`src/rtl/lane_serializer_8.sv`:
```
// lane_serializer_8: walks the lanes flagged in a mask in ascending order.
// For each lane it steers the external 8:1 lane mux, registers the selected
// lane and offers it on a valid/ready stream. A one-cycle done pulse closes
// every drain, including one started with an empty mask.
module lane_serializer_8 #(
    parameter int N = 32
) (
    input  logic         clk,
    input  logic         rst,
    input  logic         start,
    input  logic [7:0]   lane_mask,
    output logic [2:0]   mux_sel,
    output logic         mux_en,
    input  logic [N-1:0] mux_o,
    output logic [N-1:0] out_data,
    output logic [2:0]   out_lane,
    output logic         out_last,
    output logic         out_valid,
    input  logic         out_ready,
    output logic         busy,
    output logic         done
);

    typedef enum logic [1:0] {
        IDLE = 2'd0,
        LOAD = 2'd1,
        WAIT = 2'd2,
        DONE = 2'd3
    } state_t;

    state_t     state;
    logic [7:0] pending;    // lanes still to be emitted in this drain
    logic [7:0] remaining;  // pending once the current lane is retired

    // Index of the lowest set bit; only called with a nonzero mask.
    function automatic logic [2:0] lowest_set(input logic [7:0] m);
        logic [2:0] r;
        r = 3'd0;
        for (int i = 7; i >= 0; i--) begin
            if (m[i]) r = 3'(i);
        end
        return r;
    endfunction

    // mux_sel doubles as the current lane index, so the mux select is
    // always a register and never depends on mux_o.
    assign remaining = pending & ~(8'd1 << mux_sel);

    // Drain FSM with all outputs registered alongside the state.
    always_ff @(posedge clk) begin
        if (rst) begin
            state     <= IDLE;
            pending   <= 8'd0;
            mux_sel   <= 3'd0;
            mux_en    <= 1'b0;
            out_data  <= '0;
            out_lane  <= 3'd0;
            out_last  <= 1'b0;
            out_valid <= 1'b0;
            busy      <= 1'b0;
            done      <= 1'b0;
        end else begin
            // NOTE: non-blocking assignments everywhere here, so every branch
            // reads the pre-edge values of pending/mux_sel, never updated ones.
            case (state)
                IDLE: begin
                    done <= 1'b0;
                    if (start) begin
                        pending <= lane_mask;
                        if (lane_mask != 8'd0) begin
                            mux_sel <= lowest_set(lane_mask);
                            mux_en  <= 1'b1;
                            busy    <= 1'b1;
                            state   <= LOAD;
                        end else begin
                            done  <= 1'b1;
                            state <= DONE;
                        end
                    end
                end
                LOAD: begin
                    out_data  <= mux_o;
                    out_lane  <= mux_sel;
                    out_last  <= (remaining == 8'd0);
                    out_valid <= 1'b1;
                    mux_en    <= 1'b0;
                    state     <= WAIT;
                end
                WAIT: begin
                    if (out_valid && out_ready) begin
                        out_valid <= 1'b0;
                        pending   <= remaining;
                        if (remaining != 8'd0) begin
                            mux_sel <= lowest_set(remaining);
                            mux_en  <= 1'b1;
                            state   <= LOAD;
                        end else begin
                            mux_sel <= 3'd0;
                            busy    <= 1'b0;
                            done    <= 1'b1;
                            state   <= DONE;
                        end
                    end
                end
                DONE: begin
                    done  <= 1'b0;
                    state <= IDLE;
                end
                default: state <= IDLE;
            endcase
        end
    end

endmodule

```
`config.mk`:
```
export PLATFORM = sky130hd
export DESIGN_NAME = lane_serializer_8
export DESIGN_NICKNAME = d
export VERILOG_FILES = /design/src/rtl/lane_serializer_8.sv
export SDC_FILE = /design/constraint.sdc
export NUM_CORES = 1
export LEC_CHECK = 0
export CORE_AREA = 2 2 79 81
export CTS_BUF_LIST = sky130_fd_sc_hd__clkbuf_2
export DETAILED_ROUTE_END_ITERATION = 8
export DIE_AREA = 0 0 81 83
export PLACE_DENSITY = 0.78
export SLEW_MARGIN = 30
export SYNTH_ARGS = -nofsm -noshare
export SYNTH_HDL_FRONTEND = slang
export SYNTH_SLANG_ARGS = --single-unit
```
`constraint.sdc`:
```
create_clock -name clk -period 1.5 [get_ports clk]
set_clock_uncertainty 0.1 [all_clocks]
set_input_delay 0.15 -clock clk [delete_from_list [all_inputs] [get_ports clk]]
set_output_delay 0.15 -clock clk [all_outputs]
set_load 0.03 [all_outputs]
```
==> results.json <==
{
  "status": "complete, but fails checks",
  "violations": "setup timing",
  "hpwl_um": 4940,
  "dpl_worst_slack_ps": -342,
  "cp-startpoint": "mux_sel[0]",
  "cts_buffers": 5,
  "grt_overflow": 0,
  "worst_slew_pin_slew_ps": 379,
  "post_drt_via_cell_ratio": 4.97,
  "required_ps": 1760,
  "min_from": "mux_o[0]",
  "gp_congestion": 0.913,
  "antenna_found_initial": 0,
  "num_rows": 28,
  "setup_viol": 8,
  "die_w_um": 81,
  "clock_sinks": 53,
  "timing.rr.end": "mux_sel[1]",
  "relSlewSlack_pct": 74.7,
  "antenna_left": 0,
  "wl_per_cell_um": 13.8,
  "slew_viol_final": 0,
  "ios": 87,
  "multiInputGateArea_sq_um": 1340,
  "ys_seq_area_share_pct": 44.0,
  "rsz0062_at_grt": "true",
  "hold_path_class": "primary input to flip-flop",
  "ys_types": 46,
  "r2r_cells": 6,
  "slowest_delay_ps": 460,
  "busiest_layer": "met2",
  "antenna_cells": 0,
  "avgSynthCellArea_sq_um": 7.81,
  "clockBufferDepth": 2,
  "yosys_warnings": 0,
  "grt_use_met3_pct": 7.07,
  "vias": 2522,
  "path_buf_inv": 1,
  "fillers": 500,
  "worstPathArrival_ps": 1950,
  "holdWs_ps": 88.5,
  "worst-path-stages": 6,
  "use_met2_pct": 32.8,
  "die_y_um": 83,
  "cts_tree": "built",
  "root_buffer": "clkbuf_2",
  "cpMaxStageDelayCell": "dfxtp_4",
  "cap_violations": 0,
  "drtPass1Iterations": 4,
  "setup_slack_ps": -198,
  "clk_latency_ps": 440,
  "seq_area_sq_um": 1080,
  "r2r_start": "mux_sel[0]",
  "drt_iter0_drc": 128,
  "drc": 0,
  "die_area_sq_um": 6720,
  "area_growth_syn_to_layout_pct": 57.3,
  "crit_family": "compound AO/OA/AOI/OAI gates",
  "end_kind": "flip-flop",
  "clock.fmax_mhz": 589,
  "ys_seq_elements": 53,
  "reg2reg_slack_ps": -200,
  "h-tree-depth": 2,
  "synth_area_sq_um": 2410,
  "synth_edf_count": 0,
  "core_sq_um": 5820,
  "grt_usage_pct": 21.5,
  "crit_fanout": 4,
  "post-route-util_pct": 65.3,
  "path_clk_slew_ps": 270,
  "placed_cells": 492,
  "met1_usage_pct": 29.2,
  "critPathLaunchType": "flip-flop",
  "grt_pass1_vias": 2397,
  "grt_pass1_wl_um": 11500,
  "period_needed_ps": 1700,
  "critPathKind": "flip-flop to flip-flop",
  "stdcell_area_sq_um": 3800,
  "syn_inst": 309,
  "dpl_cell_area_sq_um": 3650,
  "p_leak_nw": 1.49,
  "synthesis.nets": 353,
  "worstPathCellList": "buf_12 > mux2i_4 > o2bb2ai_4 > a21bo_2 > a211oi_2 > a211oi_1",
  "timing.critical_path.to": "mux_sel[1]",
  "hold_viol_final": 0,
  "routed_wl_um": 7000,
  "ir_drop_uv": 605,
  "power.density_nw_per_um2": 898,
  "nets": 476,
  "layout-drive-gt1-share_pct": 31.5,
  "port_buffers": 86,
  "period_share_pct": 113,
  "synth-main-ff-cell": "dfxtp_1",
  "grt_max_degree": 38,
  "synthArstFlopShare_pct": 0,
  "initial_core_util_pct": 41.5,
  "layout.cells.non_filler": 507
}
-- routing by layer --
layer,share of wire [%],up-vias
met5,0,-
met1,44,1122
met4,1.1,0
met2,47,85
met3,7.5,8
li1,-,1307
-- flip-flops by register name, indices dropped and copies added (netlist names) --
signal and flops:
out_data 32, pending 8, mux_sel 3, out_lane 3
state 2, busy 1, done 1, mux_en 1
out_last 1, out_valid 1
-- placed cells by master (no fill, tap or decap), drive strengths merged, types with 2 or more instances in the layout --
cell and n:
a211oi 4, a21oi 47, a22oi 4, a311oi 4, a31oi 3, buf 55, clkbuf 34, clkdlybuf4s15 7
clkdlybuf4s18 3, clkdlybuf4s50 42, dfxtp 53, inv 9, nand2 81, nand2b 6, nand3 3, nand4 2
nand4b 2, nor2 22, nor2b 4, nor4 2, o211ai 2, o21a 2, o21ai 18, o21bai 2
-- worst reg2reg max path: cells and delay by family (launching register included) --
family                 cells  cell delay [ps]
multiplexers               1              250
AO/OA/AOI/OAI              4              690
buffers and inverters      1              120
flip-flops                 1              460
-- worst min path at each step --
stage / to / slack (ps) / depth (start not counted)
after floorplan: out_data[11] / 190 / 2
final: out_data[0] / 90 / 3
after CTS: out_data[11] / -50 / 2
after detailed placement: out_data[6] / 350 / 2
after global placement: out_data[27] / 340 / 2
after global routing: out_data[30] / 40 / 3
-- stage by stage --
stage                     total power [mW]  setup TNS (ps)
after detailed placement              2.60           -3070
after floorplan                       2.13            -511
after CTS                             3.34           -1020
after global routing                  3.59           -2220
final                                 3.41           -1300
after global placement                2.59           -2970
-- timing repair --
item                                    4_1_cts  5_1_grt
endpoints found under the hold margin         9        6
pin swaps                                     3        6
cloned                                        0        0
gates resized for setup                      93       77
buffers inserted                              3        4
endpoints found under the setup margin       51       51
-- logic make-up (layout without fill, tap and decap cells) --
| family | Yosys count | count (layout) | synth area share [%] |
|---|---|---|---|
| AOI/OAI and AO/OA | 95 | 95 | 24.4 |
| buffers and inverters | 29 | 152 | 5.81 |
| DFF | 53 | 53 | 44.0 |
| muxes | 2 | 2 | 1.04 |
| and+or+nand+nor | 130 | 130 | 24.8 |
-- layout make-up --
class,instances,area share [%]
multi-input combinational,227,35.3
timing repair buffer,137,31.2
tap,75,2.47
sequential,53,28.5
inverter,8,0.791
clock inverter,2,1.02
clock buffer,5,0.659
-- Yosys cell counts, types with 2 or more instances --
cell / instances / area share (%)
nand2_1: 81 / 13
dfxtp_1: 53 / 44
a21oi_1: 47 / 9.7
nor2_1: 22 / 3.4
o21ai_0: 18 / 3.7
clkbuf_1: 8 / 1.2
inv_1: 8 / 1.2
buf_2: 7 / 1.5
nand2b_1: 6 / 1.6
a211oi_1: 4 / 1.2
a22oi_1: 4 / 1.2
nor2b_1: 4 / 1.0
a311oi_1: 3 / 1.1
a31oi_1: 3 / 0.78
nand3_1: 3 / 0.62
buf_1: 2 / 0.31
buf_4: 2 / 0.62
buf_6: 2 / 0.93
nand4_1: 2 / 0.52
o211ai_1: 2 / 0.62
o21a_1: 2 / 0.62
o21bai_1: 2 / 0.62
-- report_power, final --
part	internal (mW)	leakage, nW	total [mW]	switching (mW)
Combinational	0.537	1.02	1.10	0.558
Sequential	1.50	0.438	1.57	0.0716
Clock	0.280	0.0394	0.741	0.462
(Power assumes the default switching activity.)
